File: config.mk
export PLATFORM = sky130hd
export DESIGN_NAME = line_mem_scheduler
export DESIGN_NICKNAME = d
export VERILOG_FILES = /design/src/rtl/line_mem_scheduler_pkg.sv /design/src/rtl/line_sched_prio.sv /design/src/rtl/line_mem_scheduler.sv
export SDC_FILE = /design/constraint.sdc
export NUM_CORES = 2
export LEC_CHECK = 0
export ABC_AREA = 1
export CORE_AREA = 2 2 652 654
export DETAILED_ROUTE_END_ITERATION = 16
export DIE_AREA = 0 0 654 656
export SETUP_SLACK_MARGIN = 0.3
export SLEW_MARGIN = 10
export SYNTH_ARGS = -nofsm -noshare
export SYNTH_HDL_FRONTEND = slang
export SYNTH_SLANG_ARGS = --single-unit
File: constraint.sdc
create_clock -name clk -period 1.6 [get_ports clk]
set_input_delay 0.32 -clock clk [delete_from_list [all_inputs] [get_ports clk]]
set_output_delay 0.32 -clock clk [all_outputs]
set_load 0.02 [all_outputs]
File: src/rtl/line_mem_scheduler_pkg.sv
// Shared cache-line types for the line memory scheduler.
// Holds the owner and scheduler state enums, the line-address mask,
// and the packed descriptor of a granted request.
package line_mem_scheduler_pkg;

  localparam int unsigned ADDR_BITS        = 32;
  localparam int unsigned DEF_LINE_BITS    = 256;
  localparam int unsigned DEF_STARVE_LIMIT = 4;
  localparam int unsigned OFFSET_BITS      = 5;

  // Clears the byte-offset bits of a line address.
  localparam logic [ADDR_BITS-1:0] LINE_ADDR_MASK =
    ~ADDR_BITS'((32'd1 << OFFSET_BITS) - 32'd1);

  typedef enum logic [1:0] {
    OWN_NONE = 2'd0,
    OWN_D    = 2'd1,
    OWN_I    = 2'd2,
    OWN_P    = 2'd3
  } owner_e;

  typedef enum logic [1:0] {
    IDLE = 2'd0,
    XFER = 2'd1,
    RESP = 2'd2
  } state_e;

  // Request chosen by arbitration in the current IDLE cycle.
  typedef struct packed {
    owner_e                 owner;
    logic                   write;
    logic [ADDR_BITS-1:0]   addr;
  } sched_req_t;

  function automatic logic [ADDR_BITS-1:0] line_align(input logic [ADDR_BITS-1:0] addr);
    return addr & LINE_ADDR_MASK;
  endfunction

endpackage

File: src/rtl/line_sched_prio.sv
// Combinational requester picker: dcache > icache > prefetch, except that
// icache wins outright once the starve counter has saturated.
// Ports: starved (counter at limit), dc_req/ic_req/pf_req (request levels),
//        owner_c (chosen owner, OWN_NONE when nobody requests).
module line_sched_prio
  import line_mem_scheduler_pkg::*;
(
  input  logic   starved,
  input  logic   dc_req,
  input  logic   ic_req,
  input  logic   pf_req,
  output owner_e owner_c
);

  always_comb begin
    owner_c = OWN_NONE;
    if (starved && ic_req) begin
      owner_c = OWN_I;
    end else if (dc_req) begin
      owner_c = OWN_D;
    end else if (ic_req) begin
      owner_c = OWN_I;
    end else if (pf_req) begin
      owner_c = OWN_P;
    end
  end

endmodule

File: src/rtl/line_mem_scheduler.sv
// Shares one cacheline adaptor among dcache, icache and the prefetcher.
// A granted request is latched, driven to memory until mem_resp, and
// answered with a registered one-cycle *_resp plus held *_rdata.
// Ports: clk/rst (sync, active high); dc_*/ic_*/pf_* requester side;
//        mem_* adaptor side; busy high whenever a transaction is open.
module line_mem_scheduler
  import line_mem_scheduler_pkg::*;
#(
  parameter int unsigned STARVE_LIMIT = DEF_STARVE_LIMIT,
  parameter int unsigned LINE_BITS    = DEF_LINE_BITS
) (
  input  logic                 clk,
  input  logic                 rst,
  input  logic [31:0]          dc_addr,
  input  logic                 dc_read,
  input  logic                 dc_write,
  input  logic [LINE_BITS-1:0] dc_wdata,
  output logic [LINE_BITS-1:0] dc_rdata,
  output logic                 dc_resp,
  input  logic [31:0]          ic_addr,
  input  logic                 ic_read,
  output logic [LINE_BITS-1:0] ic_rdata,
  output logic                 ic_resp,
  input  logic [31:0]          pf_addr,
  input  logic                 pf_read,
  output logic [LINE_BITS-1:0] pf_rdata,
  output logic                 pf_resp,
  output logic [31:0]          mem_addr,
  output logic                 mem_read,
  output logic                 mem_write,
  output logic [LINE_BITS-1:0] mem_wdata,
  input  logic [LINE_BITS-1:0] mem_rdata,
  input  logic                 mem_resp,
  output logic                 busy
);

  localparam int unsigned CNT_BITS = $clog2(STARVE_LIMIT + 1);

  state_e               state_q, state_d;
  owner_e               owner_q, owner_d;
  logic [CNT_BITS-1:0]  starve_q, starve_d;
  owner_e               grant_c;
  sched_req_t           req_c;
  logic [31:0]          mem_addr_d;
  logic                 mem_read_d, mem_write_d;
  logic [LINE_BITS-1:0] mem_wdata_d;
  logic [2:0]           resp_d;   // [0]=dcache, [1]=icache, [2]=prefetch

  line_sched_prio u_prio (
    .starved (starve_q == CNT_BITS'(STARVE_LIMIT)),
    .dc_req  (dc_read | dc_write),
    .ic_req  (ic_read),
    .pf_req  (pf_read),
    .owner_c (grant_c)
  );

  // Granted request descriptor; a write wins over a read on dcache.
  always_comb begin
    req_c       = '0;
    req_c.owner = grant_c;
    req_c.write = (grant_c == OWN_D) && dc_write;
    unique case (grant_c)
      OWN_D:   req_c.addr = line_align(dc_addr);
      OWN_I:   req_c.addr = line_align(ic_addr);
      OWN_P:   req_c.addr = line_align(pf_addr);
      default: req_c.addr = '0;
    endcase
  end

  // Next state, starve counter and next values of the registered outputs.
  always_comb begin
    state_d     = state_q;
    owner_d     = owner_q;
    starve_d    = starve_q;
    mem_addr_d  = mem_addr;
    mem_read_d  = mem_read;
    mem_write_d = mem_write;
    mem_wdata_d = mem_wdata;
    resp_d      = '0;
    unique case (state_q)
      IDLE: begin
        mem_read_d  = 1'b0;
        mem_write_d = 1'b0;
        if (req_c.owner != OWN_NONE) begin
          state_d     = XFER;
          owner_d     = req_c.owner;
          mem_addr_d  = req_c.addr;
          mem_read_d  = !req_c.write;
          mem_write_d = req_c.write;
          if (req_c.write) begin
            mem_wdata_d = dc_wdata;
          end
        end
        if (!ic_read || req_c.owner == OWN_I) begin
          starve_d = '0;
        end else if (req_c.owner == OWN_D && starve_q != CNT_BITS'(STARVE_LIMIT)) begin
          starve_d = starve_q + CNT_BITS'(1);
        end
      end
      XFER: begin
        if (mem_resp) begin
          state_d     = RESP;
          mem_read_d  = 1'b0;
          mem_write_d = 1'b0;
          unique case (owner_q)
            OWN_D:   resp_d = 3'b001;
            OWN_I:   resp_d = 3'b010;
            OWN_P:   resp_d = 3'b100;
            default: resp_d = 3'b000;
          endcase
        end
      end
      RESP:    state_d = IDLE;
      default: state_d = IDLE;
    endcase
  end

  // State and output registers; rdata captured on the response edge.
  always_ff @(posedge clk) begin
    if (rst) begin
      state_q   <= IDLE;
      owner_q   <= OWN_NONE;
      starve_q  <= '0;
      mem_addr  <= '0;
      mem_read  <= 1'b0;
      mem_write <= 1'b0;
      mem_wdata <= '0;
      dc_rdata  <= '0;
      ic_rdata  <= '0;
      pf_rdata  <= '0;
      dc_resp   <= 1'b0;
      ic_resp   <= 1'b0;
      pf_resp   <= 1'b0;
      busy      <= 1'b0;
    end else begin
      state_q   <= state_d;
      owner_q   <= owner_d;
      starve_q  <= starve_d;
      mem_addr  <= mem_addr_d;
      mem_read  <= mem_read_d;
      mem_write <= mem_write_d;
      mem_wdata <= mem_wdata_d;
      dc_resp   <= resp_d[0];
      ic_resp   <= resp_d[1];
      pf_resp   <= resp_d[2];
      busy      <= (state_d != IDLE);
      if (resp_d[0]) dc_rdata <= mem_rdata;
      if (resp_d[1]) ic_rdata <= mem_rdata;
      if (resp_d[2]) pf_rdata <= mem_rdata;
    end
  end

  // dcache must never ask for a read and a writeback at once.
  a_dc_dir_excl: assert property (@(posedge clk) disable iff (rst) !(dc_read && dc_write));

endmodule

### After elaboration in Yosys (flattened, before gate mapping)

Cells that the tools add are included.

| cells by class | value |
|---|---|
| muxes and demuxes | 18 |
| bitwise operators | 1 |
| reductions and logical operators | 15 |
| add/subtract/negate cells | 1 |
| equal/unequal tests | 10 |

Operator list:

| kind | count |
|---|---|
| 32-bit case mux with 3 select lines | 1 |
| 2-bit 2-to-1 mux | 6 |
| 3-bit 2-to-1 mux | 4 |
| 3-bit case mux with 3 select lines | 1 |
| 2-bit == test, second input constant | 4 |
| 2-bit nonzero test | 4 |
| 2-bit by 1-bit == test with 1-bit output, second input constant | 3 |
| 2-bit AND reduction | 3 |
| 1-bit case mux with 2 select lines | 2 |
| 2-bit case mux with 2 select lines | 1 |
| 3-bit by 1-bit adder with 3-bit output, second input constant | 1 |
| 3-bit == test, second input constant | 1 |
| 1-bit logical AND | 3 |
| 1-bit 2-to-1 mux | 3 |
| 3-bit inequality test, second input constant | 1 |
| 3-bit AND reduction | 1 |
| 1-bit zero test | 2 |
| 2-bit zero test | 1 |
| 2-bit inequality test, second input constant | 1 |
| 1-bit logical OR | 1 |
| 1-bit bitwise OR | 1 |

| word-level totals | value |
|---|---|
| register bits | 1069 |
| input port bits | 615 |
| word-level logic and storage cells | 59 |
| output and inout bits | 1062 |

### Logic depth before layout (Yosys ltp)

| depth | value |
|---|---|
| word-level depth | 9 |
| depth in mapped cells | 10 |
| mapped depth without buffers | 8 |

### Hierarchy

From an unflattened synthesis, not the netlist that was laid out.

| second synthesis, totals | value |
|---|---|
| cells, all modules | 4713 |
| area, all modules | 36929.2 um^2 |

Modules (own cells, without submodules):

| module | seq. area each (um^2) | instances | area each (um^2) | cells each |
|---|---|---|---|---|
| line_mem_scheduler | 21300.4 | 1 | 36901.6 | 4706 |
| line_sched_prio | 0.0 | 1 | 27.5 | 7 |

### Worst setup path after synthesis

No wires, ideal clock.

| timing | value |
|---|---|
| kind | reg-to-reg |
| from | register starve_q[0] |
| to | register mem_addr[30] |
| path buffers | 2 |
| setup slack | -0.027 ns |
| data required time | 1.483 ns |
| arrival | 1.510 ns |
| cell stages (with the launch flop) | 11 |
| period minus slack after synthesis | 1.627 ns |
| library setup time | 0.117 ns |
| cell sequence | dfxtp_1 -> inv_1 -> ha_1 -> nand3_1 -> buf_2 -> nand2_1 -> nand2_1 -> buf_2 -> nor2_1 -> nor2_1 -> nor2_1 |

| on the way | value |
|---|---|
| longest elaborated chain between the ends | 5 |
| elaborated cells between the ends (all ways) | 9 |
| those cells by class | eq/ne: 4; mux: 2; reduce/logical: 3 |

RTL lines:

| item | RTL line | text |
|---|---|---|
| from (decl) | line_mem_scheduler.sv:41 | `logic [CNT_BITS-1:0] starve_q, starve_d;` |
| from (signal assigned) | line_mem_scheduler.sv:138 | `starve_q <= starve_d;` |
| 3-bit == test * | line_mem_scheduler.sv:50 | `.starved (starve_q == CNT_BITS'(STARVE_LIMIT)),` |
| 1-bit logical AND * | line_sched_prio.sv:17 | `if (starved && ic_req) begin` |
| 2-bit 2-to-1 mux * | line_sched_prio.sv:17 |  |
| 2-bit == test (tied with other cells) | line_mem_scheduler.sv:62 | `unique case (grant_c)` |
| 32-bit case mux with 3 select lines or 2-bit AND reduction (tied branches) | -- |  |
| to (signal assigned) | line_mem_scheduler.sv:139 | `mem_addr <= mem_addr_d;` |
| to (decl) | line_mem_scheduler.sv:28 | `output logic [31:0] mem_addr,` |

Mark *: on every way between the ends. The rest lies on a longest branch, timed or not.
A chain may end at the register's enable or synchronous reset.

### Final worst setup path

| timing | value |
|---|---|
| from | register state_q[0] |
| to | register mem_wdata[150] |

| on the way | value |
|---|---|
| longest elaborated chain between the ends | 2 |

RTL lines:

| item | RTL line | text |
|---|---|---|
| from (decl) | line_mem_scheduler.sv:39 | `state_e state_q, state_d;` |
| from (signal assigned) | line_mem_scheduler.sv:136 | `state_q <= state_d;` |
| 2-bit zero test | line_mem_scheduler.sv:80 | `unique case (state_q)` |
| 3-bit AND reduction (no source line) | -- |  |
| to (signal assigned) | line_mem_scheduler.sv:142 | `mem_wdata <= mem_wdata_d;` |
| to (decl) | line_mem_scheduler.sv:31 | `output logic [LINE_BITS-1:0] mem_wdata,` |

Every way passes these cells.

==> qor.yml <==
synth_top_family_by_area: "simple AND/OR/NAND/NOR gates"
setup_ws_ps: -244
synth_xor_area_share_pct: 0
wl_um: 357000
cts.sinks: 1064
hold_viol: 0
critPathKind: "reg2reg"
p_per_area_nw_per_um2: 978
cts_buffer_depth: 4
cp.arrival_ps: 2580
synth_area_sq_um: 38700
grt_max_degree: 69
gr-total-overflow: 0
report.final.slew_viol_count: 0
ys_seq_area_share_pct: 55.0
max_slew_margin_pct: 66.3
rsz0062_at_grt: "yes"
dr.pass1.iters: 5
ir_worst_vdd_uv: 942
setup_viol: 1583
vias_per_cell: 3.41
cp_max_fo: 18
io_pins: 1677
cp-end-kind: "flop"
required_ps: 2330
failed_checks: "setup timing"
vias: 43800
fin_crit_ps: 1840
utilization_pct: 18.7
netlist_instances: 5075
synth_cell_type_count: 26
wl_per_cell_um: 27.8
fin_skew_ps: 60.0
cap_violations: 0
tightest_slew_ps: 504
async_flop_share_pct: 0
synth_compound_area_share_pct: 16.4
rows: 239
synth-adder-area-share_pct: 0.0646
leakage_uw: 0.0314
drive_above_1_share_pct: 39.3
synthSimpleGateAreaFrac_pct: 19.4
status: "finished with violations"
ys_seq_elements: 1064
hold_path.class: "in2reg"
synth_mux_area_share_pct: 0
syn_area_per_cell_sq_um: 7.63
start_kind: "flop"
synth_top_area_share_pct: 55.0
final_antenna_net_count: 0
drt_iter0_drc: 2973
die_area_sq_um: 429000
ys_top_cells_by_area: "dfxtp_1 (55%), nor2_1 (12%), o21ai_0 (10%)"
coreArea_sq_um: 422000
synth_flop_cell: "dfxtp_1"
grt_antenna_before_repair: 202
port_buffers: 1656
grt_pass1_vias: 41100
htree_levels: 4
route.detailed.drc: 0
final_nets: 7649
dp_hpwl_um: 297000
start_util_pct: 9.17
design_area_sq_um: 78800
clock_latency_ps: 860
fmax_mhz: 542
yosysWarnings: 0
fin_crit_sh_pct: 115
area_growth_pct: 104
cts.reportedPaths.clkPinSlew_ps: 60
place_congestion: 0.907
yosysTopAreaCell: "dfxtp_1"
synth_commonest_cells: "nor2_1 (1222), dfxtp_1 (1064), o21ai_0 (779)"
die_w_um: 654
dpl_cell_area_sq_um: 67800
synth_most_common_cell: "nor2_1"
cts_buffers: 144
tritoncts: "built"
die_h_um: 656
cts_root_buf: "clkbuf_16"
grt_usage_pct: 15.4
synth-edff-count: 0
grt_pass1_wl_um: 433000
==> layout make-up <==
cell class                      count  area, sq um
Antenna cell                       32         80.1
Clock buffer                      197         4150
Clock inverter                     57          693
Fill cell                       47000       343000
Inverter                          503         1930
Multi-Input combinational cell   3118        14300
Sequential cell                  1064        22700
Tap cell                         5663         7090
Timing Repair Buffer             2201        27900
==> power breakdown <==
group,total [uW],leakage [uW],switching (uW),internal (uW)
Clock,34100,0.00238,14100,20000
Sequential,28700,0.00912,994,27800
Combinational,14200,0.0199,7760,6480
==> path summary, 6_finish.rpt <==
kind,startpoint,end,slack (ps),cells after the start
setup reg to reg,state_q[0],mem_wdata[150],-240,9
setup / recovery,state_q[0],mem_wdata[150],-240,9
hold reg to reg,mem_wdata[244],mem_wdata[244],450,2
hold / removal,dc_wdata[155],mem_wdata[155],100,3
==> cell usage in the layout (no fill, tap or decap), types with 24 or more instances in the layout <==
| master | netlist | routed |
|---|---|---|
| dlygate4sd3_1 | 0 | 90 |
| clkbuf_8 | 0 | 24 |
| nand3b_1 | 51 | 51 |
| inv_1 | 500 | 493 |
| buf_8 | 0 | 48 |
| buf_4 | 5 | 284 |
| nor2_1 | 1222 | 1207 |
| nand2_1 | 270 | 265 |
| buf_6 | 0 | 663 |
| diode_2 | 0 | 32 |
| clkbuf_16 | 0 | 194 |
| o21ai_0 | 779 | 531 |
| dfxtp_1 | 1064 | 82 |
| o21ai_2 | 0 | 29 |
| a21oi_1 | 468 | 459 |
| clkbuf_1 | 256 | 24 |
| dfxtp_2 | 0 | 913 |
| buf_12 | 0 | 455 |
| dfxtp_4 | 0 | 69 |
| clkdlybuf4s50_1 | 0 | 599 |
| o21ai_1 | 19 | 232 |
| nand3_1 | 292 | 290 |
==> worst max-delay path: stages, from the launching register on <==
cell and delay, ps:
dfxtp_4 350, buf_6 110, nor2_4 190, nand3_4 130, buf_12 180, buf_6 180, clkbuf_16 170, clkbuf_16 200
o21ai_1 120, a21oi_1 50
==> flip-flops by register name, indices dropped and copies added, names as in the netlist, 2 cells and up <==
signal and cells:
mem_wdata 256, pf_rdata 256, mem_addr 27, owner_q 2, ic_rdata 256, starve_q 3
state_q 2, dc_rdata 256
==> routing by layer <==
metal | track usage (%) | part of all wire (%) | up-vias
li1 | - | - | 20200
met1 | 15.0 | 34 | 20700
met2 | 25.7 | 46 | 2173
met3 | 11.1 | 16 | 647
met4 | 4.63 | 3.9 | 30
met5 | 0 | 0.058 | -
==> through the flow <==
stage | cells | hold slack (ps) | total power [uW] | setup TNS, ps | setup slack (ps)
2_1_floorplan | 5079 | 455 | 33000 | 0 | 275
3_3_place_gp | 12300 | 431 | 41900 | -627480 | -987
3_5_place_dp | 12300 | 437 | 41900 | -645240 | -1050
4_1_cts | 12700 | 0.134 | 77600 | -197270 | -291
5_1_grt | 12800 | 38.2 | 80200 | -263430 | -266
6_report | 12800 | 95.3 | 77100 | -92600 | -244
==> logic make-up after synthesis <==
| group | Yosys count |
|---|---|
| compound gates | 1268 |
| fa+ha+maj | 2 |
| other cells | 1 |
| flops | 1064 |
| buf+inv | 897 |
| simple gates | 1843 |
==> timing repair <==
action / CTS / global route
buffers inserted: 29 / 30
setup endpoints to repair: 2116 / 2118
hold buffers: 90 / 0
endpoints found under the hold margin: 91 / 0
pin swaps: 0 / 17
cloned: 0 / 57
gates resized for setup: 4834 / 193
Note: power is estimated with default switching activity, not from simulation.
